**src/rtl/cfg_mgmt_access_arb_if.sv**
```systemverilog
// Bundle of requester-side and core-side cfg_mgmt signals for the access arbiter.
// The master modport is the arbiter; the slave modport is the requesters plus the PCIe core.
interface cfg_mgmt_access_arb_if #(
  parameter int NUM_CH = 4,
  parameter int ADDR_W = 10
);
  logic [NUM_CH-1:0]        ch_req;
  logic [NUM_CH-1:0]        ch_wr;
  logic [NUM_CH-1:0]        ch_type1;
  logic [NUM_CH*ADDR_W-1:0] ch_addr;
  logic [NUM_CH*32-1:0]     ch_wdata;
  logic [NUM_CH*4-1:0]      ch_be;
  logic [NUM_CH-1:0]        ch_done;
  logic [31:0]              ch_rdata;
  logic                     ch_timeout;

  logic [ADDR_W-1:0]        cfg_mgmt_addr;
  logic                     cfg_mgmt_write;
  logic                     cfg_mgmt_read;
  logic [31:0]              cfg_mgmt_write_data;
  logic [3:0]               cfg_mgmt_byte_enable;
  logic                     cfg_mgmt_type1_cfg_reg_access;
  logic [31:0]              cfg_mgmt_read_data;
  logic                     cfg_mgmt_read_write_done;

  modport master (
    input  ch_req, ch_wr, ch_type1, ch_addr, ch_wdata, ch_be,
    output ch_done, ch_rdata, ch_timeout,
    output cfg_mgmt_addr, cfg_mgmt_write, cfg_mgmt_read, cfg_mgmt_write_data,
    output cfg_mgmt_byte_enable, cfg_mgmt_type1_cfg_reg_access,
    input  cfg_mgmt_read_data, cfg_mgmt_read_write_done
  );

  modport slave (
    output ch_req, ch_wr, ch_type1, ch_addr, ch_wdata, ch_be,
    input  ch_done, ch_rdata, ch_timeout,
    input  cfg_mgmt_addr, cfg_mgmt_write, cfg_mgmt_read, cfg_mgmt_write_data,
    input  cfg_mgmt_byte_enable, cfg_mgmt_type1_cfg_reg_access,
    output cfg_mgmt_read_data, cfg_mgmt_read_write_done
  );
endinterface

```
**src/rtl/cfg_mgmt_access_arb.sv**
```systemverilog
// Round-robin sequencer sharing the PCIe cfg_mgmt port among NUM_CH requesters,
// with a per-access timeout and a saturating count of aborted accesses.
module cfg_mgmt_access_arb #(
  parameter int NUM_CH      = 4,
  parameter int ADDR_W      = 10,
  parameter int TIMEOUT_CYC = 1024,
  parameter int ERRCNT_W    = 16
) (
  input  logic                       user_clk,
  input  logic                       user_reset_n,
  cfg_mgmt_access_arb_if.master      bus,
  output logic                       busy,
  output logic [ERRCNT_W-1:0]        timeout_cnt
);

  localparam int PTR_W = (NUM_CH > 1) ? $clog2(NUM_CH) : 1;
  localparam int CNT_W = $clog2(TIMEOUT_CYC);
  localparam logic [CNT_W-1:0] WAIT_LAST = CNT_W'(TIMEOUT_CYC - 1);

  typedef enum logic [1:0] {
    S_IDLE   = 2'd0,
    S_ACCESS = 2'd1,
    S_GAP    = 2'd2
  } state_t;

  state_t              r_state;
  logic [PTR_W-1:0]    r_rr_ptr;
  logic [PTR_W-1:0]    r_grant;
  logic                r_wr;
  logic [CNT_W-1:0]    r_wait_cnt;
  logic [ADDR_W-1:0]   r_addr;
  logic                r_write;
  logic                r_read;
  logic [31:0]         r_wdata;
  logic [3:0]          r_be;
  logic                r_type1;
  logic [NUM_CH-1:0]   r_ch_done;
  logic [31:0]         r_ch_rdata;
  logic                r_ch_timeout;
  logic                r_busy;
  logic [ERRCNT_W-1:0] r_timeout_cnt;

  logic                w_found;
  logic [PTR_W-1:0]    w_grant;
  logic [PTR_W-1:0]    w_next_ptr;

  function automatic logic [NUM_CH-1:0] onehot(input logic [PTR_W-1:0] idx);
    logic [NUM_CH-1:0] v;
    v = '0;
    for (int k = 0; k < NUM_CH; k++) begin
      v[k] = (int'(idx) == k);
    end
    return v;
  endfunction

  // First requesting channel at or above rr_ptr, wrapping around.
  always_comb begin : p_grant
    int   idx;
    logic take;
    w_found = 1'b0;
    w_grant = '0;
    idx     = 0;
    take    = 1'b0;
    for (int i = 0; i < NUM_CH; i++) begin
      idx     = int'(r_rr_ptr) + i;
      idx     = (idx >= NUM_CH) ? idx - NUM_CH : idx;
      take    = !w_found && bus.ch_req[idx];
      w_grant = take ? PTR_W'(idx) : w_grant;
      w_found = w_found | take;
    end
  end

  assign w_next_ptr = (int'(r_grant) == NUM_CH - 1) ? '0 : r_grant + 1'b1;

  // Access sequencer: grant, hold the strobe, complete or abort, then one idle gap.
  always_ff @(posedge user_clk) begin
    if (!user_reset_n) begin
      r_state       <= S_IDLE;
      r_rr_ptr      <= '0;
      r_grant       <= '0;
      r_wr          <= 1'b0;
      r_wait_cnt    <= '0;
      r_addr        <= '0;
      r_write       <= 1'b0;
      r_read        <= 1'b0;
      r_wdata       <= 32'h0000_0000;
      r_be          <= 4'h0;
      r_type1       <= 1'b0;
      r_ch_done     <= '0;
      r_ch_rdata    <= 32'h0000_0000;
      r_ch_timeout  <= 1'b0;
      r_busy        <= 1'b0;
      r_timeout_cnt <= '0;
    end else begin
      r_ch_done    <= '0;
      r_ch_rdata   <= 32'h0000_0000;
      r_ch_timeout <= 1'b0;
      case (r_state)
        S_IDLE: begin
          if (w_found) begin
            r_grant    <= w_grant;
            r_wr       <= bus.ch_wr[w_grant];
            r_addr     <= bus.ch_addr[int'(w_grant)*ADDR_W +: ADDR_W];
            r_type1    <= bus.ch_type1[w_grant];
            r_wait_cnt <= '0;
            r_busy     <= 1'b1;
            r_state    <= S_ACCESS;
            if (bus.ch_wr[w_grant]) begin
              r_wdata <= bus.ch_wdata[int'(w_grant)*32 +: 32];
              r_be    <= bus.ch_be[int'(w_grant)*4 +: 4];
              r_write <= 1'b1;
              r_read  <= 1'b0;
            end else begin
              r_write <= 1'b0;
              r_read  <= 1'b1;
            end
          end else begin
            r_busy  <= 1'b0;
            r_state <= S_IDLE;
          end
        end
        S_ACCESS: begin
          // A done in the final wait cycle still counts as a normal completion.
          if (bus.cfg_mgmt_read_write_done) begin
            r_read     <= 1'b0;
            r_write    <= 1'b0;
            r_addr     <= '0;
            r_be       <= 4'h0;
            r_ch_done  <= onehot(r_grant);
            r_ch_rdata <= r_wr ? 32'h0000_0000 : bus.cfg_mgmt_read_data;
            r_state    <= S_GAP;
          end else if (r_wait_cnt == WAIT_LAST) begin
            r_read       <= 1'b0;
            r_write      <= 1'b0;
            r_ch_done    <= onehot(r_grant);
            r_ch_timeout <= 1'b1;
            if (r_timeout_cnt != {ERRCNT_W{1'b1}}) begin
              r_timeout_cnt <= r_timeout_cnt + 1'b1;
            end else begin
              r_timeout_cnt <= r_timeout_cnt;
            end
            r_state <= S_GAP;
          end else begin
            r_wait_cnt <= r_wait_cnt + 1'b1;
          end
        end
        S_GAP: begin
          r_rr_ptr <= w_next_ptr;
          r_busy   <= 1'b0;
          r_state  <= S_IDLE;
        end
        default: begin
          r_read  <= 1'b0;
          r_write <= 1'b0;
          r_busy  <= 1'b0;
          r_state <= S_IDLE;
        end
      endcase
    end
  end

  assign bus.ch_done                       = r_ch_done;
  assign bus.ch_rdata                      = r_ch_rdata;
  assign bus.ch_timeout                    = r_ch_timeout;
  assign bus.cfg_mgmt_addr                 = r_addr;
  assign bus.cfg_mgmt_write                = r_write;
  assign bus.cfg_mgmt_read                 = r_read;
  assign bus.cfg_mgmt_write_data           = r_wdata;
  assign bus.cfg_mgmt_byte_enable          = r_be;
  assign bus.cfg_mgmt_type1_cfg_reg_access = r_type1;
  assign busy                              = r_busy;
  assign timeout_cnt                       = r_timeout_cnt;

endmodule

```
**src/flat_wrapper.sv**
```systemverilog
// flat-port wrapper written by rule: the top's interface ports become plain ports
module cfg_mgmt_access_arb_flat 
#(
  parameter int NUM_CH      = 4,
  parameter int ADDR_W      = 10,
  parameter int TIMEOUT_CYC = 1024,
  parameter int ERRCNT_W    = 16
)
  (user_clk, user_reset_n, busy, timeout_cnt, bus_ch_req, bus_ch_wr, bus_ch_type1, bus_ch_addr, bus_ch_wdata, bus_ch_be, bus_ch_done, bus_ch_rdata, bus_ch_timeout, bus_cfg_mgmt_addr, bus_cfg_mgmt_write, bus_cfg_mgmt_read, bus_cfg_mgmt_write_data, bus_cfg_mgmt_byte_enable, bus_cfg_mgmt_type1_cfg_reg_access, bus_cfg_mgmt_read_data, bus_cfg_mgmt_read_write_done);
  cfg_mgmt_access_arb_if #(.NUM_CH(NUM_CH), .ADDR_W(ADDR_W)) bus_i ();
  input  logic user_clk;
  input  logic user_reset_n;
  output logic busy;
  output logic [ERRCNT_W-1:0] timeout_cnt;
  input wire logic [$bits(bus_i.ch_req)-1:0] bus_ch_req;
  input wire logic [$bits(bus_i.ch_wr)-1:0] bus_ch_wr;
  input wire logic [$bits(bus_i.ch_type1)-1:0] bus_ch_type1;
  input wire logic [$bits(bus_i.ch_addr)-1:0] bus_ch_addr;
  input wire logic [$bits(bus_i.ch_wdata)-1:0] bus_ch_wdata;
  input wire logic [$bits(bus_i.ch_be)-1:0] bus_ch_be;
  output wire logic [$bits(bus_i.ch_done)-1:0] bus_ch_done;
  output wire logic [$bits(bus_i.ch_rdata)-1:0] bus_ch_rdata;
  output wire logic [$bits(bus_i.ch_timeout)-1:0] bus_ch_timeout;
  output wire logic [$bits(bus_i.cfg_mgmt_addr)-1:0] bus_cfg_mgmt_addr;
  output wire logic [$bits(bus_i.cfg_mgmt_write)-1:0] bus_cfg_mgmt_write;
  output wire logic [$bits(bus_i.cfg_mgmt_read)-1:0] bus_cfg_mgmt_read;
  output wire logic [$bits(bus_i.cfg_mgmt_write_data)-1:0] bus_cfg_mgmt_write_data;
  output wire logic [$bits(bus_i.cfg_mgmt_byte_enable)-1:0] bus_cfg_mgmt_byte_enable;
  output wire logic [$bits(bus_i.cfg_mgmt_type1_cfg_reg_access)-1:0] bus_cfg_mgmt_type1_cfg_reg_access;
  input wire logic [$bits(bus_i.cfg_mgmt_read_data)-1:0] bus_cfg_mgmt_read_data;
  input wire logic [$bits(bus_i.cfg_mgmt_read_write_done)-1:0] bus_cfg_mgmt_read_write_done;
  assign bus_i.ch_req = bus_ch_req;
  assign bus_i.ch_wr = bus_ch_wr;
  assign bus_i.ch_type1 = bus_ch_type1;
  assign bus_i.ch_addr = bus_ch_addr;
  assign bus_i.ch_wdata = bus_ch_wdata;
  assign bus_i.ch_be = bus_ch_be;
  assign bus_ch_done = bus_i.ch_done;
  assign bus_ch_rdata = bus_i.ch_rdata;
  assign bus_ch_timeout = bus_i.ch_timeout;
  assign bus_cfg_mgmt_addr = bus_i.cfg_mgmt_addr;
  assign bus_cfg_mgmt_write = bus_i.cfg_mgmt_write;
  assign bus_cfg_mgmt_read = bus_i.cfg_mgmt_read;
  assign bus_cfg_mgmt_write_data = bus_i.cfg_mgmt_write_data;
  assign bus_cfg_mgmt_byte_enable = bus_i.cfg_mgmt_byte_enable;
  assign bus_cfg_mgmt_type1_cfg_reg_access = bus_i.cfg_mgmt_type1_cfg_reg_access;
  assign bus_i.cfg_mgmt_read_data = bus_cfg_mgmt_read_data;
  assign bus_i.cfg_mgmt_read_write_done = bus_cfg_mgmt_read_write_done;
  cfg_mgmt_access_arb #(.NUM_CH(NUM_CH), .ADDR_W(ADDR_W), .TIMEOUT_CYC(TIMEOUT_CYC), .ERRCNT_W(ERRCNT_W)) u_core (.user_clk(user_clk), .user_reset_n(user_reset_n), .bus(bus_i), .busy(busy), .timeout_cnt(timeout_cnt));
endmodule
```
**config.mk**
```make
export PLATFORM = sky130hd
export DESIGN_NAME = cfg_mgmt_access_arb_flat
export DESIGN_NICKNAME = d
export VERILOG_FILES = /design/src/rtl/cfg_mgmt_access_arb_if.sv /design/src/rtl/cfg_mgmt_access_arb.sv /design/src/flat_wrapper.sv
export SDC_FILE = /design/constraint.sdc
export NUM_CORES = 1
export LEC_CHECK = 0
export CORE_ASPECT_RATIO = 0.75
export CORE_UTILIZATION = 35
export DETAILED_ROUTE_END_ITERATION = 10
export GPL_TIMING_DRIVEN = 0
export PLACE_DENSITY = 0.8
export SYNTH_ARGS = -nofsm -noshare
export SYNTH_HDL_FRONTEND = slang
export SYNTH_SLANG_ARGS = --single-unit
```
**constraint.sdc**
```tcl
create_clock -name user_clk -period 2.6 [get_ports user_clk]
set_input_delay 0.78 -clock user_clk [delete_from_list [all_inputs] [get_ports user_clk]]
set_output_delay 0.78 -clock user_clk [all_outputs]
set_load 0.1 [all_outputs]
```
==> flow_summary.ini <==
[route]
drt_iter0_drc = 357
ant_nets = 0
wl_per_cell_um = 15.9
drc_errors = 0
finalWirelength_um = 21300
drt-vias-per-instance = 4.97
via_count = 6654
first_pass_iters = 5

[flow_run]
maxCapViolations = 0

[global_routing]
grt_pass1_vias = 6382
grt_first_pass_wirelength_um = 32500
grt-ovfl-total = 0
track_usage_pct = 23.8
antenna_found_initial = 1
grt_max_degree = 20

[layout]
fillers = 1558
final_common_cell = clkdlybuf4s50_1
synthToLayoutAreaGrowth_pct = 69.2
drive_above_1_share_pct = 7.74
multi_input_area_um2 = 3470
n_antenna_cell = 0
final_nets = 1348
layout_common_cells = 225 x clkdlybuf4s50_1, 173 x nand2_1, 119 x dfxtp_1
seqCellArea_um2 = 2400

[timing]
max_freq_ghz = 0.395
tightest_slew_ns = 1.07
finalHoldViolations = 0
layout_worst_path_cycle_share_pct = 97.3
hold_ws_ns = 0.459
setup_violations = 0
report.final.slew_viol_count = 0
relSlewSlack_pct = 29.2
rsz0062_at_grt = no
fin_skew_ns = 0.00784
post-route-min-period_ns = 2.53

[clock_network]
cts_buffers = 17
hold_buffers = 0
clockBufferDepth = 2
cts_max_level = 4
cts-root-buf = clkbuf_16
cts_sinks = 120
clkTransAtPathRegs_ns = 0.06
cts_tree = built
insertion_delay_ns = 0.40

[floorplan]
die-area_um2 = 17800
fp.dieH_um = 116
core_um2 = 16900
rows = 41
die_x_um = 154
io_pins = 334
initial_core_util_pct = 35.8

[critical_path]
crit_chain = clkdlybuf4s50_1 -> nor3b_2 -> o41ai_1 -> nand2_2 -> nand4_2 -> or3_1 -> a21oi_1
critPathBufInv = 1
crit_family = simple AND/OR/NAND/NOR gates
start_kind = input port
critPathMaxFanout = 7
max_stage_delay_ns = 0.53
crit_path_top_delay_cell = clkdlybuf4s50_1
cp.arrival_ns = 2.85
path_class = in2reg
cp.required_ns = 2.92
end_kind = register

[logic_synthesis]
synth_area_um2 = 6050
synth-seq-area-share_pct = 39.7
synth_top_cell_area_share_pct = 39.7
synth_fp_nets = 996
synth_edf_count = 0
ys_dominant_reg_cell = dfxtp_1
ys_seq_elements = 120
syn_inst = 759
ys_warn_count = 0
syn_avg_cell_area_um2 = 7.97
synthArstFlopShare_pct = 0
synth_top_area_cell = dfxtp_1
synth.area.top_cells = dfxtp_1 40%, nand2_1 11%, nand3_1 9.4%
yosysUniqueCellTypes = 44

[power_and_ir_drop]
power_w = 0.00619
vdd_ir_drop_max_mv = 0.362
p_per_area_nw_per_um2 = 605
p_leak_nw = 4.54

[placement]
hpwl_um = 16800
gp_congestion = 0.913
io_buffers = 332

[status]
outcome = completed

[min_path]
hold_path_class = reg2reg
## timing repair
action / CTS / global route
setup buffers: 2 / 0
resized for setup: 127 / 12
endpoints found under the setup margin: 159 / 76
pin swaps: 2 / 0
## worst register-to-register path: cells and delay by family (launching register included)
kind                       cells  cell delay, ns
AOI/OAI and AO/OA              1            0.28
and+or+nand+nor                5            1.20
DFF                            1            0.38
xor gates and xnor gates       1            0.16
adders and majority gates      1            0.23
## per-stage QoR
step	setup TNS (ns)	std cells	util, %	area, um2	worst slack [ns]
after floorplan	0	759	-	6050	0.00906
after global placement	-59.14	1306	57.1	9640	-0.812
after detailed placement	-54.12	1307	57.2	9650	-0.899
after CTS	0	1340	60.4	10200	0.0423
after global routing	0	1339	60.6	10200	0.00538
final	0	1339	60.6	10200	0.0695
## kinds of logic after synthesis
group	share of synthesized area (%)
multiplexers	5.26
XOR/XNOR	2.46
buffers and inverters	4.45
AO/OA/AOI/OAI	10.1
adder cells (fa/ha/maj)	1.24
flip-flops	39.7
AND/OR/NAND/NOR	36.7
## registers in the layout, indices dropped and copies added (netlist names)
name,cells
u_core.bus.cfg_mgmt_addr,10
u_core.bus.cfg_mgmt_byte_enable,4
u_core.bus.cfg_mgmt_read,1
u_core.bus.cfg_mgmt_type1_cfg_reg_access,1
u_core.bus.cfg_mgmt_write,1
u_core.bus.cfg_mgmt_write_data,32
u_core.bus.ch_done,4
u_core.bus.ch_rdata,32
u_core.bus.ch_timeout,1
u_core.busy,1
u_core.r_grant,2
u_core.r_rr_ptr,2
u_core.r_state,2
u_core.r_wait_cnt,10
u_core.r_wr,1
u_core.timeout_cnt,16
## cell type report
type,count,share of cell area [%]
Inverter,7,0.257
Buffer,49,2.60
Clock inverter,14,1.25
Clock buffer,18,4.29
Tap cell,215,2.63
Timing Repair Buffer,335,31.6
Multi-Input combinational cell,581,33.9
Sequential cell,120,23.5
## metal layers
metal  vias up  wire length (um)  GRT usage, %
met2       288              9930          40.4
met3        42              1620          6.81
li1       3267                 -             -
met1      3055              9190          28.6
met4         2               565          9.47
met5         -                13             0
## where the power goes
part	switching, W	internal, W	leakage [nW]
registers	0.0000640	0.00195	0.977
clock network	0.000878	0.00134	0.268
logic	0.00126	0.000697	3.29
total	0.00221	0.00399	4.54
## final timing paths
| kind | start | to | slack (ns) | cells after the start |
|---|---|---|---|---|
| min reg2reg | u_core.bus.cfg_mgmt_byte_enable[0] | u_core.bus.cfg_mgmt_byte_enable[0] | 0.46 | 2 |
| max reg2reg | u_core.r_wait_cnt[0] | u_core.timeout_cnt[14] | 0.27 | 8 |
| max | bus_cfg_mgmt_read_write_done | u_core.r_wait_cnt[5] | 0.07 | 7 |
| min | u_core.bus.cfg_mgmt_byte_enable[0] | u_core.bus.cfg_mgmt_byte_enable[0] | 0.46 | 2 |
## cells in the mapped netlist, types with 3 or more instances
master    instances
and2_1           51
nor3b_1           3
buf_4             6
nor2b_1          17
and3_1            4
xnor2_1          11
buf_6             3
clkbuf_1         36
mux2i_1          29
nand4_1          10
buf_2             5
nand2b_4          6
nor2_1           14
nor3_1            4
nand3_1         114
o21ai_0           6
xor2_1            6
dfxtp_1         120
a21oi_1          21
o22ai_1          11
nand2b_1         27
a21boi_2          6
or3_1             8
inv_1             7
nand2_1         173
a21boi_1         28
ha_1              6
a21boi_0          5
nor4_1            3
No activity file was read; power rests on OpenSTA's default activity.
